--- src/rtl/result_checker_pkg.sv ---
// Shared widths, expected/error word layout and checker state encoding.
// Also used by the DUT interface to size RES_FIFO / EXP_FIFO / ERR_FIFO.
package result_checker_pkg;

   localparam int RC_RTF_WIDTH = 24;
   localparam int RC_IDX_WIDTH = 16;
   localparam int RC_ERR_WIDTH = 16;

   // Expected word layout: {last, mask, expected}
   localparam int EXP_DATA_LSB = 0;

   function automatic int exp_mask_lsb(input int rtf_w);
      return rtf_w;
   endfunction

   function automatic int exp_last_bit(input int rtf_w);
      return 2 * rtf_w;
   endfunction

   function automatic int exp_width(input int rtf_w);
      return 2 * rtf_w + 1;
   endfunction

   // Error record layout: {vec_index, masked diff}
   function automatic int erf_width(input int idx_w, input int rtf_w);
      return idx_w + rtf_w;
   endfunction

   localparam int RC_ERF_WIDTH = erf_width(RC_IDX_WIDTH, RC_RTF_WIDTH);

   typedef enum logic [1:0] {
      ST_IDLE = 2'd0,
      ST_RUN  = 2'd1,
      ST_DONE = 2'd2
   } rc_state_e;

endpackage

--- src/rtl/result_err_skid.sv ---
// One-entry holding register for an error record that met a full error FIFO.
// Passes records straight through when the FIFO has room.
module result_err_skid
   import result_checker_pkg::*;
#(
   parameter int ERF_WIDTH = RC_ERF_WIDTH
) (
   input  logic                 clock_gated,
   input  logic                 reset_n,
   input  logic                 clear_i,
   input  logic                 rec_valid_i,
   input  logic [ERF_WIDTH-1:0] rec_data_i,
   input  logic                 wrfull_i,
   output logic                 wrreq_o,
   output logic [ERF_WIDTH-1:0] data_o,
   output logic                 pend_o,
   output logic                 drain_o
);

   logic                 pend_q, pend_d;
   logic [ERF_WIDTH-1:0] rec_q, rec_d;

   always_comb begin
      pend_d  = pend_q;
      rec_d   = rec_q;
      wrreq_o = 1'b0;
      drain_o = 1'b0;
      data_o  = '0;
      if (clear_i) begin
         pend_d = 1'b0;
      end else if (pend_q) begin
         data_o = rec_q;
         if (!wrfull_i) begin
            wrreq_o = 1'b1;
            drain_o = 1'b1;
            pend_d  = 1'b0;
         end
      end else if (rec_valid_i) begin
         data_o = rec_data_i;
         if (wrfull_i) begin
            pend_d = 1'b1;
            rec_d  = rec_data_i;
         end else begin
            wrreq_o = 1'b1;
         end
      end
   end

   always_ff @(posedge clock_gated or negedge reset_n) begin
      if (!reset_n) pend_q <= 1'b0;
      else          pend_q <= pend_d;
   end

   // Record payload is only observed while pend_q is set, so it needs no reset.
   always_ff @(posedge clock_gated) begin
      rec_q <= rec_d;
   end

   assign pend_o = pend_q;

endmodule

--- config.mk ---
export PLATFORM = sky130hd
export DESIGN_NAME = result_err_skid
export DESIGN_NICKNAME = d
export VERILOG_FILES = /design/src/rtl/result_checker_pkg.sv /design/src/rtl/result_err_skid.sv
export SDC_FILE = /design/constraint.sdc
export NUM_CORES = 1
export LEC_CHECK = 0
export ABC_AREA = 1
export CAP_MARGIN = 0
export CORE_UTILIZATION = 40
export CTS_CLUSTER_DIAMETER = 80
export DETAILED_ROUTE_END_ITERATION = 7
export PLACE_DENSITY = 0.79
export SETUP_SLACK_MARGIN = 0.5
export SYNTH_ARGS = -nofsm -noshare
export SYNTH_HDL_FRONTEND = slang
export SYNTH_SLANG_ARGS = --single-unit
--- constraint.sdc ---
create_clock -name clock_gated -period 3.8 [get_ports clock_gated]
set_clock_uncertainty 0.2 [all_clocks]
set_input_delay 0.57 -clock clock_gated [delete_from_list [all_inputs] [get_ports clock_gated]]
set_output_delay 0.57 -clock clock_gated [all_outputs]
set_load 0.005 [all_outputs]
Word-level counts from Yosys, hierarchy flattened

Index checks and enable logic that the tools add are counted.

Flip-flop bits (word level): 41
Bits of input ports: 45
Output and inout bits: 43
Word-level logic and storage cells: 18

Muxes and demuxes: 13
Bitwise logic cells: 2
Reductions and logical operators: 1

Operators with widths:

| kind             | count |
|---|---|
| $mux 40          | 3 |
| $mux 1           | 10 |
| $reduce_and 4->1 | 1 |
| $not 1->1        | 2 |

Logic depth before layout (Yosys ltp)

Gate-level depths: netlist (run 1).

Depth after elaboration: 4
Depth in mapped cells: 5
Gate-level depth less buffers: 4

Worst setup path after synthesis (run 1)

Ideal clock, no wire load.

Kind: input port to flip-flop
From: in clear_i
To: reg rec_q[0] (enable)
Library setup time: 438 ps
Arrival: 2689 ps
Data required time: 3162 ps
Setup slack: 474 ps
Cell stages on the path: 5
Path buffers: 2
Path through: buf_2 > buf_2 > inv_1 > nand2_1 > nor2_1

Longest elaborated chain between the ends: 2

RTL lines:

| what                              | line                  | source |
|---|---|---|
| start: declaration                | result_err_skid.sv:10 | `input logic clear_i,` |
| $not 1->1 (no source line)        | -                     |  |
| $reduce_and 4->1 (no source line) | -                     |  |
| end signal: assignment            | result_err_skid.sv:56 | `rec_q <= rec_d;` |
| end: declaration                  | result_err_skid.sv:21 | `logic [ERF_WIDTH-1:0] rec_q, rec_d;` |

No other way between the ends.
A chain may end at the register's enable or synchronous reset.

Worst setup path after layout (run 1)

From: in rec_valid_i
To: out data_o[10]

Longest elaborated chain between the ends: 3

RTL lines:

| what               | line                  | source |
|---|---|---|
| start: declaration | result_err_skid.sv:11 | `input logic rec_valid_i,` |
| $mux 40            | result_err_skid.sv:38 | `end else if (rec_valid_i) begin` |
| $mux 40            | result_err_skid.sv:31 | `end else if (pend_q) begin` |
| $mux 40            | result_err_skid.sv:29 | `if (clear_i) begin` |
| end: declaration   | result_err_skid.sv:15 | `output logic [ERF_WIDTH-1:0] data_o,` |

No other way between the ends.

==> reports/results.ini, run 1 <==
[run_status]
outcome=completed

[floorplanning]
die_w_um=74.4
die-area_sq_um=5540
die_h_um=74.4
core_sq_um=4880
num_rows=25
io-pin-count=88
start_util=0.430

[power_and_ir_drop]
pwr-share-clk=0.273
power.switching_mw=0.211
p_total_mw=0.943
powerDensity_nw_per_um2=305
vdd_drop_max_v=0.000198
seqPwrFrac=0.546
leakage_nw=1.41
p_int_mw=0.732
comb_power_share=0.181
p_sw_frac=0.224

[sta]
finalSetupViolCount=0
tns_ns=0
tightest_slew_ns=0.826
rsz0062_at_grt=no
hold_viol=0
drv_slew=0
finalCritPeriodShare=0.810
fmax_mhz=325
max_slew_margin=0.449
whs_ns=0.223
period_minus_slack_ns=3.08

[global_routing]
grt_pass1_wl_um=7160
grt_max_degree=45
antenna_found_initial=0
grt_overflow_total=0
grt_pass1_vias=1687
grtUsageTotal=0.170

[finish]
ff_latch_area_sq_um=1230
nFillCells=446
antenna_cells=0
final_cell_mix=nand2_1, clkdlybuf4s50_1, inv_1, nor2_1, edfxtp_1
multi_input_area_sq_um=661
final_common_cell=nand2_1
fin_cells=418
drive_above_1_share=0.0399
area_growth_pct=47.7
num-nets-final=396

[cts]
htreeDepth=2
numCtsBuffers=5
clk_pin_slew_worst_paths_ns=0.07
cts_root_buf=clkbuf_8
post_cts_buffers=0
postCtsHoldBufs=0
cts_buffer_depth=2
insertion_delay_ns=0.28
cts.sinks=41
cts_tree=yes

[worst_setup_path]
end_kind=output port
reg2reg_from=pend_o$_DFF_PN0_
crit_type=in2out
reg2reg_depth=4
crit_arrival_ns=2.31
cp-start-kind=input port
rrSetupSlack_ns=2.00
reg2reg_to=rec_q[39]$_DFFE_PP_
critical_path_required_ns=3.03
crit_fanout=40

[place]
dp_hpwl_um=3060
routabilityCongestion=0.760
io_buffers=87
placed_cells=410

[yosys]
synth_nets=311
synth_cells=266
ys_seq_area_frac=0.585
yosys_warnings=0
synth.cell_area_sq_um=2100
avgSynthCellArea_sq_um=7.88
ys_types=9
ys_seq_elements=41

[detailed_routing]
viasPerCell=4.35
drt-wirelength-per-cell_um=11.0
num_vias=1818
ant_nets=0
route.detailed.drc=0
drt-initial-drc-count=70
finalWirelength_um=4590
first_pass_iters=4

[min_path]
hold_class=in2async

[run]
cap_violations=0

## logic make-up after synthesis
kind of cell	synth area share
buf+inv	0.108
flops	0.585
simple gates	0.307
## metal layers
metal	up-vias	track usage	share of wire
met2	56	0.314	0.51
met5	-	0	0
li1	960	-	-
met1	800	0.195	0.43
met4	0	0.0377	0.0044
met3	2	0.0474	0.050
## layout make-up
type	count	area share
multi-input combinational	170	0.213
clock buffer	6	0.0234
tap	67	0.0271
inverter	43	0.0521
timing repair buffer	90	0.287
sequential	41	0.396
clock inverter	1	0.00121
## synthesized netlist by cell type
library cell  instances  area [sq um]
buf_2                13          65.1
dfrtp_1               1          25.0
edfxtp_1             40          1200
inv_1                42           158
inv_2                 1          3.75
nand2_1             122           458
nor2_1               44           165
nor2_4                1          11.3
nor3_1                2          10.0
## how the worst max path moves through the flow
stage                            from  cells after the start            endpoint  slack (ns)
after floorplan               clear_i                      5  rec_q[0]$_DFFE_PP_        1.14
after global placement        clear_i                      6          data_o[35]        0.60
after detailed placement      clear_i                      6          data_o[22]        0.58
after CTS                     clear_i                      6          data_o[22]        0.57
after global routing          clear_i                      6          data_o[22]        0.58
final                     rec_valid_i                      7          data_o[10]        0.72
## critical path, cell delays in order
cell and delay (ns):
clkdlybuf4s50_1 0.50, inv_1 0.07, nor2_2 0.09, buf_4 0.37
nand2_1 0.11, nand2_1 0.09, clkdlybuf4s50_1 0.50
## power groups by stage
stage	logic (mW)	registers, mW	clock network, mW
6_report	0.171	0.514	0.258
5_1_grt	0.190	0.515	0.285
4_1_cts	0.172	0.514	0.270
3_5_place_dp	0.171	0.525	0
3_3_place_gp	0.168	0.524	0
2_1_floorplan	0.0645	0.524	0
## stage by stage
step / utilization / worst slack (ns) / cell area [sq um]
finish: 0.635 / 0.721 / 3100
global route: 0.635 / 0.579 / 3100
CTS: 0.633 / 0.574 / 3090
detailed placement: 0.618 / 0.580 / 3010
global placement: 0.618 / 0.602 / 3010
floorplan: - / 1.14 / 2100
## sequential cells by signal, summed over array words and instances (netlist names)
register	cells
pend_o	1
rec_q	40
## repair_timing
action / in CTS / in global routing
hold endpoints to repair: 0 / 0
setup endpoints to repair: 0 / 19
gates resized for setup: 0 / 0
No activity file was read; power rests on OpenSTA's default activity.
==> run 2, diff against run 1 <==
Settings changed: CORE_UTILIZATION 40 to 38, PLACE_DENSITY 0.79 to 0.78.
Clock period 3.8 ns to 2.8 ns, I/O delays scaled along.
==> run 2 against run 1 <==
Cell area is 12% higher. Non-clock buffer count up 29. Highest routed layer unchanged. Critical endpoint is now data_o[21]. Register-to-register slack lost 0.87 ns. Via count is 6.6% higher. Hold slack got worse by 0.14 ns.
==> reports/results.ini, run 2 (synthesis results as in run 1) <==
[floorplanning]
die_h_um=76.3  ; +2.5%
die-area_sq_um=5820  ; +5.1%
core_sq_um=5200  ; +6.7%
die_w_um=76.3  ; +2.5%
start_util=0.403  ; -0.0269
num_rows=26  ; +4.0%
io-pin-count=88  ; unchanged

[sta]
tns_ns=0  ; unchanged
period_minus_slack_ns=2.37
drv_slew=0  ; unchanged
layout_setup_ws_ns=0.433  ; -0.287 ns
tightest_slew_ns=0.448  ; -0.378 ns
max_slew_margin=0.701  ; +0.252
hold_viol=0  ; unchanged
finalCritPeriodShare=0.845
finalSetupViolCount=0  ; unchanged
fmax_mhz=423
rsz0062_at_grt=yes

[worst_setup_path]
critical_path_required_ns=2.18  ; -0.85 ns
crit_fanout=11  ; -73%
crit_arrival_ns=1.75  ; -0.56 ns
cp-start-kind=register
crit_type=reg2out
rrSetupSlack_ns=1.13  ; -0.87 ns
end_kind=output port

[place]
routabilityCongestion=0.794  ; +4.5%
place_ws_ns=0.175  ; -0.405 ns
dp_hpwl_um=3200  ; +4.7%
io_buffers=87  ; unchanged
dpl_cell_area_sq_um=3050  ; +1.1%

[min_path]
hold_class=in2async

[cts]
numCtsBuffers=5  ; unchanged
htreeDepth=2  ; unchanged
cts.sinks=41  ; unchanged
cts_tree=yes
cts_root_buf=clkbuf_8
insertion_delay_ns=0.28  ; about the same
clk_pin_slew_worst_paths_ns=0.07  ; about the same
cts_buffer_depth=2  ; unchanged

[detailed_routing]
drt-wirelength-per-cell_um=12.2  ; +12%
ant_nets=0  ; unchanged
drt-initial-drc-count=101  ; +44%
num_vias=1938  ; +6.6%
finalWirelength_um=5510  ; +20%
route.detailed.drc=0  ; unchanged
viasPerCell=4.31  ; -0.98%
first_pass_iters=4  ; unchanged

[global_routing]
busiest_layer=met2
groute.layer.met3.usage=0.0371  ; -0.0103
gr-usage-met1=0.228  ; +0.0328
antenna_found_initial=0  ; unchanged
grt_pass1_wl_um=8950  ; +25%
grt_use_met2=0.362  ; +0.0478
grtUsageTotal=0.198  ; +0.0274
grt_overflow_total=0  ; unchanged
grt_pass1_vias=1901  ; +13%
grt_max_degree=44  ; -2.2%

[power_and_ir_drop]
leakage_nw=1.81  ; +28%
powerDensity_nw_per_um2=394  ; +29%
p_total_mw=1.36  ; +45%
vdd_drop_max_v=0.000293  ; +48%

[finish]
antenna_cells=0  ; unchanged
nFillCells=453  ; +1.6%
drive_above_1_share=0.161  ; +0.121
largest_register_ffs=40  ; unchanged
area_growth_pct=65.2
top_register=rec_q
final_cell_mix=nand2_1, clkdlybuf4s50_1, nor2_1
final_common_cell=nand2_1
num-nets-final=424  ; +7.1%
fin_util=0.665  ; +0.0308
stdcell_area_sq_um=3460  ; +12%

[run_status]
outcome=completed

[run]
cap_violations=0  ; unchanged

[run 2: cell types whose count changed in the layout (fill, tap and decap cells not counted), sizes merged]
| cell | change |
|---|---|
| dlygate4sd2 | +22 |
| nor2 | -1 |
| clkbuf | +13 |
| buf | +28 |
| dlymetal6s2s | +5 |
| clkinv | -1 |
| clkdlybuf4s15 | +2 |
| clkdlybuf4s50 | -40 |
| bufbuf | +1 |
[run 2: repair_timing]
item / in CTS / in global routing
pin swaps: 2 / 1
setup endpoints to repair: 40 / 18
gates resized for setup: 63 / 34
setup buffers: 12 / 6
gates cloned: 6 / 1
hold buffers: 0 / 0
[run 2: critical path, cell delays in order, from the launching register on]
cell,delay (ns)
dfrtp_2,0.42
inv_2,0.07
nor2_4,0.12
buf_6,0.12
buf_12,0.12
nand2_1,0.05
nand2_1,0.06
clkdlybuf4s50_1,0.50
[run 2: layer usage]
metal	vias up	wire, um	part of all wire
li1	1018	-	-
met1	853	2320	0.42
met2	55	2870	0.52
met3	12	234	0.042
met4	0	88	0.016
met5	-	0	0
[run 2: worst paths after layout]
path,from,to,depth (start not counted)
setup reg to reg,pend_o$_DFF_PN0_,rec_q[17]$_DFFE_PP_,5
hold / removal,reset_n,pend_o$_DFF_PN0_,1
setup / recovery,pend_o$_DFF_PN0_,data_o[21],7
hold reg to reg,pend_o$_DFF_PN0_,pend_o$_DFF_PN0_,3
max in group asynchronous,reset_n,pend_o$_DFF_PN0_,1
min in group clock_gated,rec_valid_i,pend_o$_DFF_PN0_,3
[run 2: cell type report]
cell class / instances / area (sq um) / area share
Multi-Input combinational cell: 169 / 672 / 0.194
Tap cell: 70 / 87.6 / 0.0253
Sequential cell: 41 / 1230 / 0.354
Clock buffer: 8 / 90.1 / 0.0260
Timing Repair Buffer: 119 / 1220 / 0.354
Inverter: 43 / 161 / 0.0466
[run 2: through the flow]
stage | hold slack [ns] | cells
6_report | 0.0799 | 450
5_1_grt | 0.0605 | 450
4_1_cts | 0.0681 | 443
3_5_place_dp | 0.383 | 417
3_3_place_gp | 0.369 | 417
2_1_floorplan | -0.0756 | 266
[run 2: report_power, final]
part           internal [mW]  total, mW  leakage [nW]  switching (mW)
clock                  0.201      0.387        0.0455           0.186
sequential             0.693      0.699         0.378         0.00557
combinational          0.162      0.279          1.39           0.117
